$ cat src/rtl/ace_vram_arbiter.sv
// ace_vram_arbiter
// Shares one single-port screen RAM and one single-port char RAM between the
// Z80 and the video fetch engine. Video normally owns each RAM slot and the
// CPU is held off with wait_n; a starvation counter lets a pending CPU access
// beat video after MAX_WAIT consecutive lost slots.
//
// Ports
//   clk, reset                       clock (clk65), synchronous active-high reset
//   vid_req/vid_sel/vid_addr         video fetch request (held until vid_ack)
//   vid_ack, vid_valid, vid_data     slot grant; read data one cycle after grant
//   cpu_req/sel/we/addr/din          CPU access (held until wait_n=1)
//   cpu_dout, wait_n                 CPU read data (held in C_DONE), Z80 wait
//   ram_addr/din/we/ce_scr/ce_chr    shared RAM port, combinational from slot winner
//   ram_dout_scr, ram_dout_chr       RAM read data (registered inside the RAMs)
module ace_vram_arbiter #(
  parameter int ADDR_W   = 10,
  parameter int MAX_WAIT = 4
) (
  input  logic              clk,
  input  logic              reset,
  input  logic              vid_req,
  input  logic              vid_sel,
  input  logic [ADDR_W-1:0] vid_addr,
  output logic              vid_ack,
  output logic              vid_valid,
  output logic [7:0]        vid_data,
  input  logic              cpu_req,
  input  logic              cpu_sel,
  input  logic              cpu_we,
  input  logic [ADDR_W-1:0] cpu_addr,
  input  logic [7:0]        cpu_din,
  output logic [7:0]        cpu_dout,
  output logic              wait_n,
  output logic [ADDR_W-1:0] ram_addr,
  output logic [7:0]        ram_din,
  output logic              ram_we,
  output logic              ram_ce_scr,
  output logic              ram_ce_chr,
  input  logic [7:0]        ram_dout_scr,
  input  logic [7:0]        ram_dout_chr
);

  typedef enum logic [1:0] {C_IDLE, C_PEND, C_READ, C_DONE} cpu_state_t;

  localparam logic [3:0] MAX_CNT = 4'(MAX_WAIT);

  cpu_state_t state, state_nxt;
  logic [3:0] starve_cnt;
  logic       cpu_pend, starved, cpu_win, vid_win;
  logic       vid_sel_q, cpu_sel_q;

  // Slot arbitration. Nothing is granted while reset is held so a RAM write
  // can never slip through during reset.
  assign cpu_pend = cpu_req && (state == C_IDLE || state == C_PEND);
  assign starved  = cpu_pend && (starve_cnt == MAX_CNT);
  assign vid_win  = !reset && vid_req && !starved;
  assign cpu_win  = !reset && cpu_pend && (starved || !vid_req);

  assign vid_ack = vid_win;

  always_comb begin
    ram_addr   = '0;
    ram_din    = '0;
    ram_we     = 1'b0;
    ram_ce_scr = 1'b0;
    ram_ce_chr = 1'b0;
    if (cpu_win) begin
      ram_addr   = cpu_addr;
      ram_din    = cpu_we ? cpu_din : 8'h00;
      ram_we     = cpu_we;
      ram_ce_scr = !cpu_sel;
      ram_ce_chr = cpu_sel;
    end else if (vid_win) begin
      ram_addr   = vid_addr;
      ram_ce_scr = !vid_sel;
      ram_ce_chr = vid_sel;
    end
  end

  // RAM read data is already registered, so video data is a pure mux on
  // the sel captured with the grant.
  assign vid_data = vid_valid ? (vid_sel_q ? ram_dout_chr : ram_dout_scr) : 8'h00;

  always_comb begin
    state_nxt = state;
    case (state)
      C_IDLE, C_PEND: begin
        if (!cpu_req)     state_nxt = C_IDLE;
        else if (cpu_win) state_nxt = cpu_we ? C_DONE : C_READ;
        else              state_nxt = C_PEND;
      end
      C_READ:  state_nxt = C_DONE;
      C_DONE:  if (!cpu_req) state_nxt = C_IDLE;
      default: state_nxt = C_IDLE;
    endcase
  end

  always_ff @(posedge clk) begin
    if (reset) begin
      state      <= C_IDLE;
      starve_cnt <= '0;
      wait_n     <= 1'b1;
      cpu_dout   <= 8'h00;
      vid_valid  <= 1'b0;
      vid_sel_q  <= 1'b0;
      cpu_sel_q  <= 1'b0;
    end else begin
      state     <= state_nxt;
      // wait_n is decoded from the next state so it is low exactly while
      // the FSM sits in C_PEND or C_READ.
      wait_n    <= !(state_nxt == C_PEND || state_nxt == C_READ);
      vid_valid <= vid_win;
      if (vid_win) vid_sel_q <= vid_sel;
      if (cpu_win) cpu_sel_q <= cpu_sel;
      if (state == C_READ)
        cpu_dout <= cpu_sel_q ? ram_dout_chr : ram_dout_scr;
      if (cpu_win || !cpu_pend)
        starve_cnt <= '0;
      else if (starve_cnt != MAX_CNT)
        starve_cnt <= starve_cnt + 4'd1;
    end
  end

endmodule

$ cat config.mk
export PLATFORM = sky130hd
export DESIGN_NAME = ace_vram_arbiter
export DESIGN_NICKNAME = d
export VERILOG_FILES = /design/src/rtl/ace_vram_arbiter.sv
export SDC_FILE = /design/constraint.sdc
export NUM_CORES = 1
export LEC_CHECK = 0
export CORE_MARGIN = 5
export CORE_UTILIZATION = 38
export DETAILED_ROUTE_END_ITERATION = 10
export PLACE_DENSITY = 0.85
export SYNTH_ARGS = -nofsm -noshare
export SYNTH_HDL_FRONTEND = slang
export SYNTH_SLANG_ARGS = --single-unit
export TNS_END_PERCENT = 10
$ cat constraint.sdc
create_clock -name clk -period 2.5 [get_ports clk]
set_input_delay 0.5 -clock clk [delete_from_list [all_inputs] [get_ports clk]]
set_output_delay 0.5 -clock clk [all_outputs]
set_load 0.01 [all_outputs]
=== Yosys cells after proc, flatten, opt, wreduce, memory -nomap -nowiden ===
Index checks and enable logic that the tools add are counted.

* Eq/ne operators: 7
* Mux-type cells: 17
* Reduce and logical (&&, ||, !) cells: 20
* Add/sub/neg operators: 1

{| class="wikitable"
|+ Operators with widths
! cell !! count
|-
| two-way mux 8 bit || 5
|-
| two-way mux 10 bit || 2
|-
| logical NOT 1 bit || 7
|-
| equality test 2 bit, second input constant || 3
|-
| logical AND 1 bit || 6
|-
| two-way mux 1 bit || 6
|-
| two-way mux 2 bit || 3
|-
| one-hot mux 2 bit (3 select lines) || 1
|-
| adder 4 x 1 -> 4 bit, second input constant || 1
|-
| equality test 2 x 1 -> 1 bit, second input constant || 2
|-
| equality test 4 x 3 -> 1 bit, second input constant || 1
|-
| logical OR 1 bit || 4
|-
| != test 4 x 3 -> 1 bit, second input constant || 1
|-
| OR reduction 2 bit || 2
|-
| logical NOT 2 bit || 1
|}

* Input bits: 51
* Output and inout bits: 40
* Word-level logic and storage cells: 52
* Bits in registers: 18

=== Logic depth before layout (Yosys ltp) ===
Gate-level depths: netlist of run 1.

* Depth after elaboration: 12
* Mapped depth: 7

=== Worst setup path before layout of run 1 ===
No wires, ideal clock.

* Path kind: reg2out
* From: register starve_cnt[0]
* To: output port vid_ack
* Buffers on the path: 2
* Required time: 2.000 ns
* Slack: 0.534 ns
* Stages on the path, launching flop included: 7
* Data arrival time: 1.466 ns
* Cell sequence: dfxtp_1 > inv_1 > ha_1 > and3b_1 > buf_2 > buf_2 > a211oi_1

* Word-level cells in the longest chain between the ends: 4

{| class="wikitable"
|+ RTL lines
! item !! line !! text
|-
| start: declaration || 48 || <nowiki>logic [3:0] starve_cnt;</nowiki>
|-
| start signal: assignment || 120 || <nowiki>starve_cnt <= starve_cnt + 4'd1;</nowiki>
|-
| equality test 4 x 3 -> 1 bit || 55 || <nowiki>assign starved = cpu_pend && (starve_cnt == MAX_CNT);</nowiki>
|-
| logical AND 1 bit || 55 ||
|-
| logical NOT 1 bit || 56 || <nowiki>assign vid_win = !reset && vid_req && !starved;</nowiki>
|-
| logical AND 1 bit || 56 ||
|-
| end: declaration || 24 || <nowiki>output logic vid_ack,</nowiki>
|}

No other way between the ends.

=== Worst setup path in the final report of run 1 ===
* From: input port reset
* To: output port ram_din[1]

* Word-level cells in the longest chain between the ends: 4

{| class="wikitable"
|+ RTL lines
! item !! line !! text
|-
| start: declaration || 20 || <nowiki>input logic reset,</nowiki>
|-
| logical NOT 1 bit || 57 || <nowiki>assign cpu_win = !reset && cpu_pend && (starved || !vid_req);</nowiki>
|-
| logical AND 1 bit (2 in series) || 57 ||
|-
| two-way mux 8 bit || 67 || <nowiki>if (cpu_win) begin</nowiki>
|-
| end: declaration || 35 || <nowiki>output logic [7:0] ram_din,</nowiki>
|}

No other way between the ends.

==> flow_summary.toml, run 1 <==
[sta]
max_freq_mhz = 403.7
final.period_utilization_pct = 99.08
rsz0062_at_grt = "yes"
setup_viol = 0
finalHoldViolations = 0
timing.setup.tns_ns = 0
drv_slew = 0
slew_headroom_pct = 62.26
fin_skew_ns = 0.003021
tightest_slew_ns = 0.5654
fin_crit_ns = 2.477

[synthesis]
synth_edf_count = 0
yosys.area_share.simple_pct = 20.30
yosys.area_share.xor_xnor_pct = 0.6518
ys_seq_area_share_pct = 26.82
netlist_top_cells_area = "dfxtp_1, mux2i_1, o211ai_1"
synth_top_area_share_pct = 26.82
async_flop_share_pct = 0
synth_ff_type = "dfxtp_1"
synth_mux_area_share_pct = 12.66
synth_seq_cells = 18
syn_area_um2 = 1344
synth_top_family_by_area = "compound AO/OA/AOI/OAI gates"
synthesis.nets = 217
synth_adder_area_share_pct = 1.862
synth_cells = 164
yosysTopAreaCell = "dfxtp_1"
synth_compound_area_share_pct = 29.52
synthDistinctLibCells = 32
avgSynthCellArea_um2 = 8.194
yosysMostFrequentCell = "o211ai_1"
synth_common_cells = "o211ai_1, dfxtp_1, mux2i_1"
yosys_warnings = 0

[route]
drtIter0Drc = 122
ant_nets = 0
vias = 1666
vias_per_cell = 5.323
drc = 0
drt_pass1_iterations = 4
routedWlPerCell_um = 15.42
wirelength_um = 4825

[clock_tree]
clockBufferDepth = 2
numClockSinks = 18
cts.clk_slew.worst_paths_ns = 0.10
cts_tree = "done"
cts_made_buffers = 3
clk_latency_ns = 0.30
htree_num_levels = 1
cts_hold_buf = 0
root_buffer = "clkbuf_4"

[worst_setup_path]
path_max_fanout = 4
worstPathArrival_ns = 1.98
required_ns = 2.00
end_kind = "output port"
cp-start-kind = "input port"
path_class = "in2out"

[layout]
drive_gt1_share_pct = 16.85
fin_nets = 322
area_growth_pct = 81.56
stdcell_area_um2 = 2440
fillers = 262
fin_util_pct = 71.98
n_antenna_cell = 0

[floorplanning]
boundaryPins = 91
die_w_um = 69.47
rows = 21
start_util_pct = 39.65
die-area_um2 = 4825
coreArea_um2 = 3390
die_h_um = 69.47

[placed_design]
io_buffers = 90
hpwl_um = 3582
finalWeightedCongestion = 0.7907
place_area_um2 = 2366

[power]
p_leak_nw = 0.9794
vdd_drop_max_mv = 0.3012
powerDensity_nw_per_um2 = 316.1

[global_route]
grt.total_usage_pct = 19.21
busiest_layer = "met2"
grt_pass1_wl_um = 7659
grt_use_met3_pct = 6.957
grt_max_degree = 19
grt_pass1_vias = 1548
antenna_found_initial = 0
grt_use_met1_pct = 22.15
grt_overflow = 0
grt_use_met2_pct = 32.84

[min_path]
hold_class = "reg2reg"

[flow_run]
drv_cap = 0

[status]
status = "complete, no violations"
critical path: stages:
cell and delay (ns):
clkdlybuf4s50_1 0.47, a2111oi_4 0.33, buf_4 0.17, buf_2 0.12
and2_1 0.14, clkdlybuf4s15_1 0.25
final timing paths:
kind                                   from           to  slack [ns]  cells past startpoint
worst max-delay path                  reset   ram_din[1]        0.02                      6
worst max register to register     state[1]  cpu_dout[0]        1.00                      4
worst min-delay path            cpu_dout[3]  cpu_dout[3]        0.50                      2
worst min register to register  cpu_dout[3]  cpu_dout[3]        0.50                      2
metal layers:
metal,wire [µm],vias up
li1,-,816
met3,384,8
met1,1932,773
met2,2420,69
met5,0,-
met4,87,0
cell families (layout without fill, tap and decap cells):
family | after synthesis | count (layout)
compound gates | 55 | 55
buf+inv | 24 | 127
simple gates | 47 | 47
fa+ha+maj | 2 | 2
xor+xnor | 1 | 1
flops | 18 | 18
mux | 17 | 17
state kept, by name (all words and copies together), names as in the netlist:
register	flops
cpu_dout	8
starve_cnt	4
state	2
cpu_sel_q	1
vid_sel_q	1
vid_valid	1
wait_n	1
where the power goes:
group | total (W) | internal (W) | switching (W)
Clock | 0.000148 | 0.0000562 | 0.0000918
Combinational | 0.000298 | 0.000180 | 0.000118
Sequential | 0.000325 | 0.000304 | 0.0000213
Total | 0.000771 | 0.000540 | 0.000231
per-stage QoR:
step           setup slack [ns]  std cells  hold WS, ns  total power, W
6_report                0.02295        313       0.5035       0.0007713
5_1_grt                -0.05477        313       0.5275       0.0008167
4_1_cts                -0.09317        312       0.5065       0.0007768
3_5_place_dp            -0.3677        301       0.4929       0.0006281
3_3_place_gp            -0.3669        301       0.4856       0.0006222
2_1_floorplan            0.5342        164       0.4300       0.0004498
cells in the final DEF (no fill, tap or decap), drive strengths merged, types with 2 or more instances in the layout:
master,count
nor3b,2
a211oi,12
ha,2
buf,29
a21oi,13
nor2b,9
and2,8
nand2,3
mux2i,17
clkdlybuf4s15,3
nand4,5
o21ai,3
clkbuf,6
clkdlybuf4s50,65
dlygate4sd2,16
dfxtp,18
nand3,3
inv,7
o211ai,22
nor2,12
layout make-up:
type	instances	area, µm²	area share, %
repair buffers	117	1082	44.36
multi-input cells	122	888.4	36.41
flip-flops and latches	18	362.8	14.87
well taps	46	57.56	2.359
inverters	7	26.28	1.077
clock buffers	3	22.52	0.9231
repair_timing:
item                                    4_1_cts  5_1_grt
pin swaps                                     1        1
gates cloned                                  1        0
buffers inserted                              7        1
resized for setup                            41       12
endpoints found under the setup margin       22        9
Note: power is estimated with default switching activity, not from simulation.
==> run 2: changes to the inputs <==
CTS_BUF_LIST = sky130_fd_sc_hd__clkbuf_4 sky130_fd_sc_hd__clkbuf_8 sky130_fd_sc_hd__clkbuf_16   (was not set)
==> results of run 2 <==
No change in the layout: final DEF, timing and power equal those of run 1.
==> run 3: changes to the inputs <==
CORE_UTILIZATION = 36   (was 38)
PLACE_DENSITY = 0.81   (was 0.85)
clock period = 2.3 ns   (was 2.5 ns; I/O delays follow)
==> run 3 against run 2 <==
  * Hold slack got worse by 0.0046 ns
  * Combinational power rose by 14%
  * Via count rose by 0.12%
==> flow_summary.toml, run 3 (synthesis results as in run 1) <==
[status]
status = "complete, no violations"

[clock_tree]
cts_made_buffers = 3
cts_hold_buf = 0
cts_tree = "done"
cts.clk_slew.worst_paths_ns = 0.07
clockBufferDepth = 2
root_buffer = "clkbuf_8"
clk_latency_ns = 0.26
htree_num_levels = 1
numClockSinks = 18

[sta]
fin_crit_ns = 2.205
rsz0062_at_grt = "yes"
drv_slew = 0
final.period_utilization_pct = 95.89
setup_viol = 0
finalWorstSetupSlack_ns = 0.09460
tightest_slew_ns = 0.5419
fin_skew_ns = 0.002127
slew_headroom_pct = 63.82
max_freq_mhz = 453.4
finalHoldViolations = 0
timing.setup.tns_ns = 0

[layout]
n_antenna_cell = 0
area_growth_pct = 88.92
drive_gt1_share_pct = 20.88
largest_register_ff_count = 8
final_common_cell = "clkdlybuf4s50_1"
fillers = 308
fin_cells = 321
reg_top3 = "cpu_dout (8), starve_cnt (4), state (2)"
regMostFlops = "cpu_dout"
fin_util_pct = 69.87
fin_nets = 327
final_cell_mix = "clkdlybuf4s50_1, buf_4, o211ai_1"

[power]
finalPower_w = 0.0009525
powerDensity_nw_per_um2 = 375.2
p_leak_nw = 1.005
vdd_drop_max_mv = 0.2917

[route]
vias_per_cell = 5.196
vias = 1668
routedWlPerCell_um = 14.80
drc = 0
drtIter0Drc = 67
wirelength_um = 4752
drt_pass1_iterations = 4
ant_nets = 0

[floorplanning]
start_util_pct = 36.98
boundaryPins = 91
die-area_um2 = 5055
die_h_um = 71.10
die_w_um = 71.10
coreArea_um2 = 3633
rows = 22

[global_route]
grt_pass1_vias = 1678
grt_use_met3_pct = 6.250
grt_max_degree = 17
grt_use_met2_pct = 34.09
grt.total_usage_pct = 19.07
grt_use_met1_pct = 22.53
busiest_layer = "met2"
grt_overflow = 0
grt_pass1_wl_um = 7886
antenna_found_initial = 0

[worst_setup_path]
required_ns = 1.84
path_max_fanout = 3
cp.buffers_inverters = 4
path_class = "reg2out"
end_kind = "output port"
crit_chain = "inv_2 > ha_4 > nand3b_4 > a2111oi_4 > buf_4 > buf_4 > and2_4 > buf_6"
worstPathArrival_ns = 1.75
crit_top_cell = "buf_4"
cpLargestDelayFamily = "buffers and inverters"
cp_slowest_stage_delay_ns = 0.33
cp-start-kind = "register"
cpMaxStageDelayCell = "a2111oi_4"

[placed_design]
io_buffers = 90
dp.cells = 311
hpwl_um = 3510
finalWeightedCongestion = 0.8425
dpl_worst_slack_ns = -0.4593

[flow_run]
drv_cap = 0

[min_path]
hold_class = "reg2reg"
==> run 3: final timing paths <==
path	endpoint	slack, ns	from	depth (start not counted)
setup / recovery	ram_din[1]	0.09	starve_cnt[1]	8
hold / removal	cpu_dout[0]	0.50	cpu_dout[0]	2
setup reg to reg	vid_sel_q	0.93	starve_cnt[0]	5
hold reg to reg	cpu_dout[0]	0.50	cpu_dout[0]	2
==> run 3: where the power goes <==
group,internal (W),switching [W],total [W]
Sequential,0.000331,0.0000227,0.000354
Combinational,0.000205,0.000134,0.000339
Clock,0.000152,0.000108,0.000261
==> run 3: worst reg2reg max path, stage by stage (launching register included) <==
cell and delay [ns]:
dfxtp_1 0.34, inv_2 0.05, ha_4 0.17, and3b_1 0.20, buf_4 0.18, o311ai_0 0.32
==> run 3: cell type report <==
type / count / area [µm²] / area share (%)
tap: 48 / 60.06 / 2.366
timing repair buffer: 121 / 1097 / 43.22
sequential: 18 / 362.8 / 14.29
multi-input combinational: 123 / 937.1 / 36.91
inverter: 7 / 26.28 / 1.035
clock buffer: 4 / 55.05 / 2.169
==> run 3: timing repair <==
item                       4_1_cts  5_1_grt
gates cloned                     1        0
setup endpoints to repair       22       21
gates resized for setup         45       16
pin swaps                        2        3
setup buffers                    4        1
==> run 3: metal layers <==
metal  part of all wire (%)  vias up
li1                       -      834
met3                    7.1        6
met2                     51       57
met4                   0.90        0
met1                     41      771
met5                      0        -
==> run 3: stage by stage <==
stage / area [µm²] / hold slack [ns]
after floorplan: 1344 / 0.4300
after global placement: 2416 / 0.4838
after detailed placement: 2416 / 0.4932
after CTS: 2519 / 0.5004
after global routing: 2539 / 0.5193
final: 2539 / 0.4989
